<file path="config.mk">
export PLATFORM = sky130hd
export DESIGN_NAME = alu_req_arbiter
export DESIGN_NICKNAME = d
export VERILOG_FILES = /design/src/rtl/alu_req_arbiter.sv
export SDC_FILE = /design/constraint.sdc
export NUM_CORES = 1
export LEC_CHECK = 0
export ABC_AREA = 0
export CAP_MARGIN = 40
export CORE_AREA = 4 4 207 209
export DETAILED_ROUTE_END_ITERATION = 7
export DIE_AREA = 0 0 211 213
export GPL_ROUTABILITY_DRIVEN = 1
export MAX_ROUTING_LAYER = met4
export SLEW_MARGIN = 25
export SYNTH_ARGS = -nofsm -noshare
export SYNTH_HDL_FRONTEND = slang
export SYNTH_SLANG_ARGS = --single-unit
</file>
<file path="constraint.sdc">
create_clock -name clk -period 14.4 [get_ports clk]
set_clock_uncertainty 0.05 [all_clocks]
set_input_delay 1.44 -clock clk [delete_from_list [all_inputs] [get_ports clk]]
set_output_delay 1.44 -clock clk [all_outputs]
set_load 0.02 [all_outputs]
</file>
<file path="src/rtl/alu_req_arbiter.sv">
// Round-robin arbiter sharing one multi-cycle ALU between N_REQ requesters.
// One command in flight: grant, issue, one-cycle response, drain.
module alu_req_arbiter #(
  parameter int N_REQ   = 4,
  parameter int TIMEOUT = 255
) (
  input  logic                     clk,
  input  logic                     reset,
  input  logic [N_REQ-1:0]         req_valid,
  output logic [N_REQ-1:0]         req_ready,
  input  logic [8*N_REQ-1:0]       req_op,
  input  logic [32*N_REQ-1:0]      req_a,
  input  logic [32*N_REQ-1:0]      req_b,
  input  logic [N_REQ-1:0]         req_sv,
  input  logic [N_REQ-1:0]         req_op_prefix,
  output logic                     alu_start,
  output logic [7:0]               alu_op,
  output logic [31:0]              alu_a,
  output logic [31:0]              alu_b,
  output logic                     alu_sv,
  output logic                     alu_op_prefix,
  input  logic                     alu_done,
  input  logic [63:0]              alu_result,
  input  logic [7:0]               alu_err,
  input  logic                     alu_gp,
  output logic                     rsp_valid,
  output logic [$clog2(N_REQ)-1:0] rsp_id,
  output logic [63:0]              rsp_result,
  output logic [7:0]               rsp_err,
  output logic                     rsp_gp,
  output logic                     busy
);

  localparam int IW = $clog2(N_REQ);
  localparam logic [7:0] OP_MAX = 8'd10;
  localparam logic [7:0] ERR_BAD = 8'hFE;
  localparam logic [7:0] ERR_TMO = 8'hFF;
  localparam logic [15:0] TMO_LAST = 16'(TIMEOUT - 1);

  typedef enum logic [1:0] {
    IDLE,
    ISSUE,
    RESP,
    DRAIN
  } state_t;

  state_t state, state_nx;

  logic [7:0]  op_arr [N_REQ];
  logic [31:0] a_arr  [N_REQ];
  logic [31:0] b_arr  [N_REQ];

  logic [IW-1:0] last_grant;
  logic [IW-1:0] owner;
  logic [IW-1:0] win;
  logic [IW-1:0] idx;
  logic          found;
  logic          accept;
  logic          bad;
  logic          tmo;
  logic [15:0]   cnt;
  logic [63:0]   cap_result;
  logic [7:0]    cap_err;
  logic          cap_gp;

  for (genvar g = 0; g < N_REQ; g++) begin : g_unpack
    assign op_arr[g] = req_op[8*g +: 8];
    assign a_arr[g]  = req_a[32*g +: 32];
    assign b_arr[g]  = req_b[32*g +: 32];
  end

  // Search starts one past the previous winner so everyone gets a turn.
  always_comb begin
    found = 1'b0;
    win   = '0;
    idx   = '0;
    for (int k = 1; k <= N_REQ; k++) begin
      idx = IW'((int'(last_grant) + k) % N_REQ);
      if (!found && req_valid[idx]) begin
        found = 1'b1;
        win   = idx;
      end
    end
  end

  assign accept = (state == IDLE) && !reset
               && !alu_done && found;
  assign req_ready = accept ? (N_REQ'(1) << win) : '0;
  assign tmo = (cnt == TMO_LAST);

  always_comb begin
    state_nx = state;
    unique case (state)
      IDLE:    if (accept) state_nx = ISSUE;
      ISSUE:   if (bad || alu_done || tmo) state_nx = RESP;
      RESP:    state_nx = DRAIN;
      DRAIN:   if (!alu_done) state_nx = IDLE;
      default: state_nx = IDLE;
    endcase
  end

  always_ff @(posedge clk or posedge reset) begin
    if (reset) state <= IDLE;
    else       state <= state_nx;
  end

  always_ff @(posedge clk or posedge reset) begin
    if (reset) begin
      last_grant    <= IW'(N_REQ - 1);
      owner         <= '0;
      alu_start     <= 1'b0;
      alu_op        <= '0;
      alu_a         <= '0;
      alu_b         <= '0;
      alu_sv        <= 1'b0;
      alu_op_prefix <= 1'b0;
      bad           <= 1'b0;
      cnt           <= '0;
      cap_result    <= '0;
      cap_err       <= '0;
      cap_gp        <= 1'b0;
    end else begin
      if (accept) begin
        last_grant    <= win;
        owner         <= win;
        alu_op        <= op_arr[win];
        alu_a         <= a_arr[win];
        alu_b         <= b_arr[win];
        alu_sv        <= req_sv[win];
        alu_op_prefix <= req_op_prefix[win];
        bad           <= op_arr[win] > OP_MAX;
        alu_start     <= op_arr[win] <= OP_MAX;
        cnt           <= '0;
        cap_result    <= '0;
        cap_gp        <= 1'b0;
        cap_err       <= (op_arr[win] > OP_MAX) ? ERR_BAD : 8'h00;
      end
      // Illegal opcodes keep the error preset at acceptance.
      if (state == ISSUE) begin
        if (bad) begin
          cnt <= cnt;
        end else if (alu_done) begin
          cap_result <= alu_result;
          cap_err    <= alu_err;
          cap_gp     <= alu_gp;
        end else if (tmo) begin
          cap_err <= ERR_TMO;
        end else begin
          cnt <= cnt + 16'd1;
        end
        if (state_nx != ISSUE) alu_start <= 1'b0;
      end
    end
  end

  assign rsp_valid  = (state == RESP);
  assign rsp_id     = rsp_valid ? owner : '0;
  assign rsp_result = rsp_valid ? cap_result : '0;
  assign rsp_err    = rsp_valid ? cap_err : '0;
  assign rsp_gp     = rsp_valid ? cap_gp : 1'b0;
  assign busy       = (state != IDLE);

endmodule
</file>
Word-level counts from Yosys, hierarchy flattened
Index checks and enable logic that the tools add are counted.
{ "classes": {"muxes": 60, "shift": 1, "magnitude_cmp": 8, "bitwise_logic": 1, "addsub": 5, "n_reduce_logical": 15, "n_eq_ne": 6} }
{ "ops": {"columns": ["cell", "n"], "rows": [
  ["64-bit two-way mux", 5],
  ["32-bit binary-select mux with 2-bit select", 2],
  ["32-bit two-way mux", 4],
  ["16-bit two-way mux", 5],
  ["8-bit two-way mux", 9],
  ["1-bit two-way mux", 18],
  ["16-bit by 1-bit adder with 16-bit output, second input constant", 1],
  ["8-bit binary-select mux with 2-bit select", 1],
  ["16-bit by 8-bit equality test with 1-bit output, second input constant", 1],
  ["2-bit two-way mux", 8],
  ["2-bit by 3-bit less-than comparator with 1-bit output, second input constant", 5],
  ["1-bit binary-select mux with 2-bit select", 6],
  ["8-bit by 4-bit greater-than comparator with 1-bit output, second input constant", 1],
  ["8-bit by 4-bit less-or-equal comparator with 1-bit output, second input constant", 1],
  ["2-bit one-hot mux with 4 select lines", 1],
  ["1-bit logical AND", 6],
  ["1-bit logical NOT", 5],
  ["2-bit by 1-bit adder with 2-bit output, second input constant", 2],
  ["2-bit adder, second input constant", 2],
  ["2-bit equality test, second input constant", 2],
  ["4-bit two-way mux", 1],
  ["1-bit by 2-bit << shifter with 4-bit output, first input constant", 1],
  ["3-bit greater-or-equal comparator, second input constant", 1],
  ["2-bit inverter with 3-bit output", 1],
  ["other kinds (6)", 7]
]} }
{ "totals": {"in_bits": 376, "output_inout_bits": 156, "regBits": 171} }

Longest topological paths before layout
{ "depth": {"depth_word": 24, "mapped_depth": 11} }

Worst setup path after synthesis
OpenSTA, ideal clock, no wires.
{ "synth_timing": {"path_type": "input to output", "startpoint": "input port req_valid[1]", "endpoint": "output port req_ready[3]", "path_stages": 8, "t_required_ns": 12.910, "arrival_ns": 3.071, "path_slack_ns": 9.839, "path_cell_list": "buf_2 o21a_1 o21ai_2 o211ai_2 buf_2 buf_2 buf_2 nor3_1"} }
{ "synth_via": {"elab_chain_len": 14} }
{ "synth_rtl": {"columns": ["item", "line_no", "text"], "rows": [
  ["start, declared", "9", "input logic [N_REQ-1:0] req_valid,"],
  ["1-bit binary-select mux with 2-bit select", "79", "if (!found && req_valid[idx]) begin"],
  ["1-bit two-way mux (implied by the code)", "79", null],
  ["1-bit two-way mux", "79", null],
  ["1-bit logical NOT", "79", null],
  ["1-bit logical AND", "79", null],
  ["1-bit two-way mux", "79", null],
  ["1-bit logical NOT", "79", null],
  ["1-bit logical AND", "79", null],
  ["1-bit two-way mux", "79", null],
  ["1-bit logical NOT", "79", null],
  ["1-bit logical AND", "79", null],
  ["2-bit two-way mux / 1-bit two-way mux (equally long branches)", "79", null],
  ["1-bit by 2-bit << shifter with 4-bit output / 1-bit logical AND (equally long branches)", "88, 87", null],
  ["4-bit two-way mux (*)", "88", "assign req_ready = accept ? (N_REQ'(1) << win) : '0;"],
  ["end, declared", "10", "output logic [N_REQ-1:0] req_ready,"]
]} }
Every way passes the cells marked *; elsewhere a longest branch is shown, timed or not. The select of a mux whose other input is x is not followed.

Final worst setup path
{ "layout_timing": {"startpoint": "input port reset", "endpoint": "output port req_ready[1]"} }
{ "layout_via": {"elab_chain_len": 5} }
{ "layout_rtl": {"columns": ["item", "line_no", "text"], "rows": [
  ["start, declared", "8", "input logic reset,"],
  ["1-bit logical NOT (no line)", null, null],
  ["1-bit logical AND", "86", "assign accept = (state == IDLE) && !reset"],
  ["1-bit logical AND (2 in a row)", "87", "&& !alu_done && found;"],
  ["4-bit two-way mux", "88", null]
]} }
Every way passes these cells.

==> results.toml <==
[status]
outcome = "completed"

[route]
drt_iter0_markers = 577
vias_per_cell = 4.50
wl_per_cell_um = 18.0
drtPass1Iterations = 5
drtAntennaViolNets = 0
routed_wl_mm = 40.2
drc_errors = 0
vias = 10100

[power]
p_leak_nw = 6.76
p_total_w = 0.00267
p_per_area_mw_per_mm2 = 169
vdd_drop_max_mv = 0.0928

[clocking]
cts_buffers = 17
clk_pin_slew_ps = 70
cts_root_buf = "clkbuf_16"
h-tree-depth = 4
cts_resized = 0
clock_sinks = 171
hold_buffers = 0
post-cts-setup-buffer-count = 0
cts_buffer_depth = 2
cts_tree = "built"
clkLatencyLatePin_ps = 450

[synthesis]
synth_seq_area_share = 0.453
syn_inst = 1214
synth_fp_nets = 1592
avgSynthCellArea_sq_um = 7.79
synthFlopType = "dfrtp_1"
syn_area_sq_mm = 0.00945
ys_warn_count = 0
synth_seq_cells = 171
synthArstFlopShare = 1.00
yosys.cell_types.count = 53
synth_edf_count = 0

[worst_setup_path]
crit_type = "input port to primary output"
worstSetupEndpointType = "primary output"
worstReg2RegStart = "last_grant[0]"
critPathMaxFanout = 16
critical_path_required_ps = 12910
cp-startpoint = "reset"
reg2reg_slack_ps = 10940
worstPathArrival_ps = 4280
start_kind = "input port"

[die]
rows = 74
dieHeight_um = 213
core_region_area_sq_mm = 0.0408
dieArea_sq_mm = 0.0449
start_util = 0.232
die_w_um = 211
io_pins = 532

[global_route]
antenna_found_initial = 2
grt_pass1_vias = 10000
grt_usage = 0.176
grt_max_degree = 109
grt_pass1_wl_mm = 59.1
overflow = 0

[timing]
setup_viol = 0
tightest_slew_ps = 801
fmax_mhz = 173
drv_slew = 0
hold_slack_ps = 425
finalHoldViolations = 0
rsz0062_at_grt = "false"
period_needed_ps = 5770
fin_setup_tns_ps = 0
maxSlewHeadroom = 0.466
finalCritPeriodShare = 0.401

[job]
maxCapViolations = 0

[hold_path]
min_path_type = "flop to flop"
min_from = "alu_a[6]"

[place]
routabilityCongestion = 0.886
hpwl_mm = 31.0
portBuffers = 531

[cells_and_area]
drive_above_1_share = 0.0394
multi_input_area_sq_mm = 0.00478
nFillCells = 4228
regArea_sq_mm = 0.00428
nets = 2067
area_growth_pct = 67.9
## through the flow
stage | worst slack, ps | instances | instance area, sq um | utilization
after floorplan | 8280 | 1214 | 9450 | -
after global placement | 8570 | 2196 | 15200 | 0.371
after detailed placement | 8580 | 2198 | 15200 | 0.372
after CTS | 8560 | 2230 | 15800 | 0.386
after global routing | 8430 | 2236 | 15900 | 0.389
final | 8630 | 2237 | 15900 | 0.389
## cell families (layout without fill, tap and decap cells)
family / Yosys count / after routing / share of synthesized area
simple gates: 667 / 667 / 0.305
fa+ha+maj: 2 / 2 / 0.00265
compound gates: 268 / 268 / 0.184
xor+xnor: 4 / 4 / 0.00371
flops: 171 / 171 / 0.453
other cells: 0 / 3 / 0
buf+inv: 97 / 585 / 0.0455
mux: 5 / 5 / 0.00675
## worst paths after layout
kind                       cells past startpoint             to
min in group asynchronous                      2     cap_err[3]
min                                            2       alu_a[6]
max                                            5   req_ready[1]
max reg2reg                                   11      alu_start
min reg2reg                                    2       alu_a[6]
max in group asynchronous                      4  last_grant[1]
## synthesized netlist by cell type, types with 2 or more instances
master	count	area share
buf_1	7	0.0028
dfstp_2	2	0.0056
o21ai_0	158	0.084
a31oi_1	8	0.0053
nand4_1	2	0.0013
a21o_1	2	0.0016
nor2b_1	2	0.0013
or4b_1	2	0.0021
inv_1	5	0.0020
a22o_1	66	0.061
nand2b_1	5	0.0033
nand3b_1	2	0.0016
buf_4	2	0.0016
mux2i_1	3	0.0032
o21ai_1	3	0.0016
ha_1	2	0.0026
clkbuf_1	51	0.020
nor3_1	9	0.0048
or2_2	2	0.0013
nand2_1	261	0.10
xor2_1	4	0.0037
and2_1	76	0.050
nand3_1	77	0.041
buf_2	29	0.015
a32o_1	5	0.0053
a21oi_1	12	0.0064
buf_6	3	0.0036
dfrtp_1	169	0.45
nor2_1	221	0.088
## critical path, stage by stage
cell             delay [ps]
clkdlybuf4s50_1         520
nor3_1                  640
o41a_1                  750
and3_1                  270
clkdlybuf4s50_1         650
## routing by layer
layer	global-route usage	part of all wire	up-vias
li1	-	-	5022
met1	0.203	0.40	4612
met2	0.294	0.49	407
met3	0.0532	0.086	34
met4	0.0563	0.019	0
met5	-	0	-
## area by class of cell
class	count	share of cell area
Clock buffer	20	0.0275
Tap cell	532	0.0419
Multi-Input combinational cell	946	0.301
Antenna cell	3	0.000473
Timing Repair Buffer	548	0.350
Inverter	5	0.00166
Sequential cell	171	0.270
Clock inverter	12	0.00725
## flip-flops by register name (all words and copies together), names as in the netlist
register and flops:
owner 2, cap_gp 1, cnt 16, last_grant 2
state 2, alu_op_prefix 1, alu_start 1, alu_a 32
alu_op 8, alu_sv 1, cap_result 64, bad 1
alu_b 32, cap_err 8
## where the power goes
part | leakage, nW | total (W) | switching, W | internal, W
combinational | 4.29 | 0.00143 | 0.000801 | 0.000627
clock | 0.267 | 0.000452 | 0.000212 | 0.000240
sequential | 2.20 | 0.000795 | 0.000114 | 0.000681
total | 6.76 | 0.00267 | 0.00113 | 0.00155
## layout by cell type, fill, tap and decap left out, types with 2 or more instances in the layout
cell type | synthesis | layout
clkdlybuf4s50_1 | 0 | 531
nand2_1 | 261 | 261
nor2_1 | 221 | 220
dfrtp_1 | 169 | 169
o21ai_0 | 158 | 158
nand3_1 | 77 | 77
and2_1 | 76 | 76
a22o_1 | 66 | 66
clkbuf_16 | 0 | 17
a21oi_1 | 12 | 12
buf_4 | 2 | 11
nor3_1 | 9 | 8
a31oi_1 | 8 | 8
nand2b_1 | 5 | 5
a32o_1 | 5 | 5
buf_16 | 0 | 5
inv_1 | 5 | 4
xor2_1 | 4 | 4
diode_2 | 0 | 3
o21ai_1 | 3 | 3
mux2i_1 | 3 | 3
clkinv_2 | 0 | 3
clkinv_4 | 0 | 3
clkbuf_1 | 51 | 3
nand3b_1 | 2 | 2
or4b_1 | 2 | 2
or2_2 | 2 | 2
nand4_1 | 2 | 2
a21o_1 | 2 | 2
inv_8 | 0 | 2
ha_1 | 2 | 2
clkinvlp_4 | 0 | 2
inv_6 | 0 | 2
dfstp_2 | 2 | 2
Power figures use the tool's default switching activity.
